**src/rtl/uart_frame_decoder_if.sv**
```systemverilog
// Byte-stream input and memory-write / status output bundle for uart_frame_decoder.
//   in_valid   : one-cycle strobe, in_data holds a received byte
//   in_data    : received byte
//   in_err     : one-cycle strobe, receiver framing/parity error
//   wr_en      : one-cycle write strobe
//   wr_addr    : write address (held while wr_en is low)
//   wr_data    : write data (held while wr_en is low)
//   frame_done : one-cycle pulse, frame received with good checksum
//   frame_err  : one-cycle pulse, frame aborted or checksum bad
//   busy       : high while a frame is in progress
// The master modport is the byte source and write consumer; the slave modport is the decoder.
interface uart_frame_decoder_if;
  logic        in_valid;
  logic [7:0]  in_data;
  logic        in_err;
  logic        wr_en;
  logic [15:0] wr_addr;
  logic [7:0]  wr_data;
  logic        frame_done;
  logic        frame_err;
  logic        busy;

  modport master (
    output in_valid, in_data, in_err,
    input  wr_en, wr_addr, wr_data, frame_done, frame_err, busy
  );

  modport slave (
    input  in_valid, in_data, in_err,
    output wr_en, wr_addr, wr_data, frame_done, frame_err, busy
  );
endinterface

```
**src/rtl/uart_frame_decoder.sv**
```systemverilog
// Command front-end of the bootstrap loader. Hunts for SYNC_BYTE in the received byte stream and
// parses write frames: SYNC, ADDR_HI, ADDR_LO, LEN, LEN data bytes, CSUM. Each data byte produces
// one registered memory write to consecutive (wrapping) addresses; the frame result is reported
// as a one-cycle frame_done / frame_err pulse.
// Ports:
//   clk : system clock
//   rst : asynchronous active-high reset
//   bus : uart_frame_decoder_if slave modport (byte input, write and status outputs)
module uart_frame_decoder #(
  parameter logic [7:0]  SYNC_BYTE = 8'hA5,
  parameter int unsigned TIMEOUT   = 2000
) (
  input logic                  clk,
  input logic                  rst,
  uart_frame_decoder_if.slave  bus
);

  localparam int unsigned TmoW = $clog2(TIMEOUT + 1);

  typedef enum logic [2:0] {StHunt, StAddrHi, StAddrLo, StLen, StData, StCsum} state_e;

  state_e            r_state, w_state_nx;
  logic [15:0]       r_addr, w_addr_nx;
  logic [7:0]        r_cnt, w_cnt_nx;
  logic [7:0]        r_sum, w_sum_nx;
  logic [TmoW-1:0]   r_tmo, w_tmo_nx;
  logic              r_wr_en, w_wr_en_nx;
  logic [15:0]       r_wr_addr, w_wr_addr_nx;
  logic [7:0]        r_wr_data, w_wr_data_nx;
  logic              r_done, w_done_nx;
  logic              r_err, w_err_nx;
  logic              r_busy, w_busy_nx;
  logic [7:0]        w_total;

  // Running checksum including the byte currently on the input.
  assign w_total = r_sum + bus.in_data;

  always_comb begin
    w_state_nx   = r_state;
    w_addr_nx    = r_addr;
    w_cnt_nx     = r_cnt;
    w_sum_nx     = r_sum;
    w_tmo_nx     = bus.in_valid ? '0 : r_tmo + TmoW'(1);
    w_wr_en_nx   = 1'b0;
    w_wr_addr_nx = r_wr_addr;
    w_wr_data_nx = r_wr_data;
    w_done_nx    = 1'b0;
    w_err_nx     = 1'b0;

    if (bus.in_err) begin
      // Receiver error aborts a frame in progress; in HUNT the byte (if any) is simply dropped.
      if (r_state != StHunt) begin
        w_state_nx = StHunt;
        w_err_nx   = 1'b1;
      end
    end else if (bus.in_valid) begin
      unique case (r_state)
        StHunt: begin
          if (bus.in_data == SYNC_BYTE) begin
            w_state_nx = StAddrHi;
            w_sum_nx   = 8'h00;
          end
        end
        StAddrHi: begin
          w_addr_nx  = {bus.in_data, r_addr[7:0]};
          w_sum_nx   = w_total;
          w_state_nx = StAddrLo;
        end
        StAddrLo: begin
          w_addr_nx  = {r_addr[15:8], bus.in_data};
          w_sum_nx   = w_total;
          w_state_nx = StLen;
        end
        StLen: begin
          w_cnt_nx   = bus.in_data;
          w_sum_nx   = w_total;
          w_state_nx = (bus.in_data == 8'h00) ? StCsum : StData;
        end
        StData: begin
          w_wr_en_nx   = 1'b1;
          w_wr_addr_nx = r_addr;
          w_wr_data_nx = bus.in_data;
          w_addr_nx    = r_addr + 16'd1;
          w_sum_nx     = w_total;
          w_cnt_nx     = r_cnt - 8'd1;
          if (r_cnt == 8'd1) w_state_nx = StCsum;
        end
        StCsum: begin
          w_state_nx = StHunt;
          w_done_nx  = (w_total == 8'h00);
          w_err_nx   = (w_total != 8'h00);
        end
        default: w_state_nx = StHunt;
      endcase
    end else if (r_state != StHunt && r_tmo == TmoW'(TIMEOUT)) begin
      w_state_nx = StHunt;
      w_err_nx   = 1'b1;
    end

    // Idle gap counter only runs inside a frame.
    if (w_state_nx == StHunt) w_tmo_nx = '0;
    w_busy_nx = (w_state_nx != StHunt);
  end

  always_ff @(posedge clk or posedge rst) begin
    if (rst) begin
      r_state   <= StHunt;
      r_addr    <= '0;
      r_cnt     <= '0;
      r_sum     <= '0;
      r_tmo     <= '0;
      r_wr_en   <= 1'b0;
      r_wr_addr <= '0;
      r_wr_data <= '0;
      r_done    <= 1'b0;
      r_err     <= 1'b0;
      r_busy    <= 1'b0;
    end else begin
      r_state   <= w_state_nx;
      r_addr    <= w_addr_nx;
      r_cnt     <= w_cnt_nx;
      r_sum     <= w_sum_nx;
      r_tmo     <= w_tmo_nx;
      r_wr_en   <= w_wr_en_nx;
      r_wr_addr <= w_wr_addr_nx;
      r_wr_data <= w_wr_data_nx;
      r_done    <= w_done_nx;
      r_err     <= w_err_nx;
      r_busy    <= w_busy_nx;
    end
  end

  assign bus.wr_en      = r_wr_en;
  assign bus.wr_addr    = r_wr_addr;
  assign bus.wr_data    = r_wr_data;
  assign bus.frame_done = r_done;
  assign bus.frame_err  = r_err;
  assign bus.busy       = r_busy;

endmodule

```
**src/flat_wrapper.sv**
```systemverilog
// flat-port wrapper written by rule: the top's interface ports become plain ports
module uart_frame_decoder_flat 
#(
  parameter logic [7:0]  SYNC_BYTE = 8'hA5,
  parameter int unsigned TIMEOUT   = 2000
)
  (clk, rst, bus_in_valid, bus_in_data, bus_in_err, bus_wr_en, bus_wr_addr, bus_wr_data, bus_frame_done, bus_frame_err, bus_busy);
  uart_frame_decoder_if bus_i ();
  input logic clk;
  input logic rst;
  input wire logic [$bits(bus_i.in_valid)-1:0] bus_in_valid;
  input wire logic [$bits(bus_i.in_data)-1:0] bus_in_data;
  input wire logic [$bits(bus_i.in_err)-1:0] bus_in_err;
  output wire logic [$bits(bus_i.wr_en)-1:0] bus_wr_en;
  output wire logic [$bits(bus_i.wr_addr)-1:0] bus_wr_addr;
  output wire logic [$bits(bus_i.wr_data)-1:0] bus_wr_data;
  output wire logic [$bits(bus_i.frame_done)-1:0] bus_frame_done;
  output wire logic [$bits(bus_i.frame_err)-1:0] bus_frame_err;
  output wire logic [$bits(bus_i.busy)-1:0] bus_busy;
  assign bus_i.in_valid = bus_in_valid;
  assign bus_i.in_data = bus_in_data;
  assign bus_i.in_err = bus_in_err;
  assign bus_wr_en = bus_i.wr_en;
  assign bus_wr_addr = bus_i.wr_addr;
  assign bus_wr_data = bus_i.wr_data;
  assign bus_frame_done = bus_i.frame_done;
  assign bus_frame_err = bus_i.frame_err;
  assign bus_busy = bus_i.busy;
  uart_frame_decoder #(.SYNC_BYTE(SYNC_BYTE), .TIMEOUT(TIMEOUT)) u_core (.clk(clk), .rst(rst), .bus(bus_i));
endmodule
```
**config.mk**
```make
export PLATFORM = sky130hd
export DESIGN_NAME = uart_frame_decoder_flat
export DESIGN_NICKNAME = d
export VERILOG_FILES = /design/src/rtl/uart_frame_decoder_if.sv /design/src/rtl/uart_frame_decoder.sv /design/src/flat_wrapper.sv
export SDC_FILE = /design/constraint.sdc
export NUM_CORES = 1
export LEC_CHECK = 0
export ABC_AREA = 1
export BUFFER_PORTS_ARGS = -buffer_cell sky130_fd_sc_hd__buf_2
export CAP_MARGIN = 10
export CORE_UTILIZATION = 40
export CTS_CLUSTER_SIZE = 8
export DETAILED_ROUTE_END_ITERATION = 10
export PLACE_DENSITY = 0.62
export SKIP_CTS_REPAIR_TIMING = 1
export SYNTH_ARGS = -nofsm -noshare
export SYNTH_HDL_FRONTEND = slang
export SYNTH_SLANG_ARGS = --single-unit
```
**constraint.sdc**
```tcl
create_clock -name clk -period 1.9 [get_ports clk]
set_input_delay 0.095 -clock clk [delete_from_list [all_inputs] [get_ports clk]]
set_output_delay 0.095 -clock clk [all_outputs]
set_load 0.01 [all_outputs]
```
==> summary.txt <==
Status
  • Status: complete, no violations

Synth
  • Post-synth net total: 572
  • Syn Std Cell Area: 4210 um2
  • Cell taking the most area after synthesis: dfrtp_1
  • Cell variety after synth: 33
  • Cells after Synth: 547
  • Syn_area_per_cell: 7.70 um2
  • Synth area leaders: dfrtp_1 44%, nand2_1 11%, inv_1 7.1%
  • Ys Warns: 0
  • Share of the yosys chip area belonging to registers: 43.9%
  • FF+latch count, synth: 74
  • Post-synth top area share: 43.9%

Global route
  • Largest net degree at the start of global routing: 75
  • All-Layer GR Usage: 18.6%
  • First-pass GRT wire length: 16300 um
  • Initial antenna violation count: 0
  • Vias in the first global route: 3487
  • Grt total ovfl: 0

Worst setup path
  • Cells along the critical path: ha_4 -> fa_2 -> xor2_1 -> nor2_1 -> nand3_1 -> nor2_1 -> nand2_1 -> nand2_1 -> a21oi_1
  • Crit. End Element: flop
  • Worst Path Max Fanout: 3
  • Crit-path leading delay family: adder cells
  • Worst path arrival time: 2.07 ns
  • CP max-delay cell: dfrtp_1
  • CP max stage delay: 0.42 ns
  • WP data required: 2.14 ns
  • Worst path bufs/invs: 0
  • Critical path type: flop to flop
  • Startpoint type of the worst setup path: flop

Detailed routing
  • Antenna Nets Post-Route: 0
  • Routed via count: 3762
  • Final WL: 9840 um
  • # DRC: 0
  • First-pass DRT Iterations: 6
  • Routed wire per std cell: 13.4 um
  • Routed vias/inst: 5.13
  • Initial drt markers: 247

Clock network
  • CTS tree: yes
  • Max Root-Sink Buffers: 2
  • Later-pin clock latency in the skew report: 0.35 ns
  • Root Driver: clkbuf_8
  • Sink Count: 74
  • Clock-pin slew on the worst setup and hold paths: 0.08 ns
  • # H-tree levels: 3
  • TritonCTS Buffers: 9

Layout
  • FILL cells: 1049
  • Layout cells sized above 1: 16.8%
  • Nets: 617
  • End-of-flow core utilization: 47.2%
  • Commonest non-fill, non-tap cell in the layout: nand2_1
  • Area Overhead vs Synth: 15.0%
  • Post-route insts no fill: 733
  • N_diodes: 0
  • Most frequent cells in the layout: 120 x nand2_1, 78 x inv_1, 74 x dfrtp_1

Floorplan
  • Die Width: 105 um
  • Rows: 37
  • Initial core utilization: 41.0%
  • Boundary pin count: 40
  • Die H: 105 um
  • Core area: 10300 um2
  • Die area: 10900 um2

Timing
  • Max Freq: 0.546 GHz
  • Max-slew violations: 0
  • Final hold viol count: 0
  • Minimum clock period: 1.83 ns
  • Setup TNS: 0 ns
  • Rel. slew slack: 69.6%
  • Final setup viols: 0
  • Slew at the pin with the worst max-slew slack: 0.456 ns
  • Clk_skew: 0.0156 ns
  • Worst hold slack: 0.0491 ns
  • Crit share post-route: 96.3%
  • RSZ-0062 raised after global routing: yes

Placement
  • RePlAce Congestion: 0.866
  • HPWL after DPL: 7000 um
  • Placed Cells: 715
  • # port buffers: 39

Power
  • VDD IR max: 534 uV
  • PD cells: 989 nW/um2
  • Static Leakage: 2.36 nW

Job
  • Max-cap violations: 0

Hold path
  • HP Class: input port to flop
[worst paths after layout]
path,from,endpoint,slack (ns),depth (start not counted)
max in group asynchronous,rst,u_core.r_sum[6],1.19,4
setup / recovery,u_core.r_sum[0],u_core.bus.frame_err,0.07,9
min in group asynchronous,rst,u_core.bus.wr_addr[11],0.40,4
hold / removal,bus_in_err,u_core.bus.frame_err,0.05,3
hold reg to reg,u_core.bus.wr_data[5],u_core.bus.wr_data[5],0.48,2
setup reg to reg,u_core.r_sum[0],u_core.bus.frame_err,0.07,9
[sequential cells by signal, indices dropped and copies added (netlist names)]
| name | flops |
|---|---|
| u_core.r_addr | 16 |
| u_core.bus.wr_en | 1 |
| u_core.bus.wr_data | 8 |
| u_core.bus.busy | 1 |
| u_core.bus.frame_done | 1 |
| u_core.bus.frame_err | 1 |
| u_core.r_sum | 8 |
| u_core.r_state | 3 |
| u_core.bus.wr_addr | 16 |
| u_core.r_cnt | 8 |
| u_core.r_tmo | 11 |
[per-layer routing]
metal  vias up  routed length (um)  GRT usage (%)
met5         -                   0              0
met3        16                 482           3.31
met2       113                4470           29.5
met1      1751                4690           25.3
li1       1882                   -              -
met4         0                 201           7.55
[power by group]
part | switching (mW) | internal [mW] | total (mW) | leakage (nW)
logic | 0.830 | 0.496 | 1.33 | 1.30
registers | 0.168 | 1.82 | 1.98 | 0.939
clock network | 0.606 | 0.878 | 1.48 | 0.121
[synth_stat cells, drive strengths merged]
master  instances
nor2           44
and3            1
a22oi          12
nand3b          2
xnor2           1
o221ai          1
o22ai           8
clkbuf          4
buf            10
or2             2
nor3           10
nand4          10
xor2            2
fa              1
o21bai          3
dfrtp          74
nand3          41
nand2         125
ha             12
inv            87
a21oi          35
o21ai          62
[cell families (layout without fill, tap and decap cells)]
family,after synthesis,in the layout,synth area share (%)
XOR/XNOR,3,3,0.624
adder cells (fa/ha/maj),13,13,4.04
AO/OA/AOI/OAI,121,121,16.2
flip-flops,74,74,43.9
buffers and inverters,101,151,10.2
AND/OR/NAND/NOR,235,235,25.0
[area by class of cell]
| cell class | count | area (um2) | share of cell area (%) |
|---|---|---|---|
| clock buffer | 10 | 128 | 2.63 |
| clock inverter | 6 | 113 | 2.32 |
| inverter | 87 | 337 | 6.94 |
| multi-input combinational | 372 | 1970 | 40.6 |
| sequential | 74 | 1850 | 38.2 |
| tap | 136 | 170 | 3.51 |
| timing repair buffer | 48 | 282 | 5.81 |
[per-stage QoR]
step	setup WS (ns)	total power, mW	instance area, um2
after floorplan	0.197	2.95	4220
after global placement	0.115	3.25	4540
final	0.0695	4.79	4850
after global routing	-0.0785	5.12	4850
after CTS	0.0575	4.79	4780
after detailed placement	0.0741	3.29	4540
[worst register-to-register path: stages (launching register included)]
cell and delay, ns:
dfrtp_1 0.42, ha_4 0.19, fa_2 0.41, xor2_1 0.18
nor2_1 0.10, nand3_1 0.09, nor2_1 0.12, nand2_1 0.09
nand2_1 0.06, a21oi_1 0.05
No activity file was read; power rests on OpenSTA's default activity.
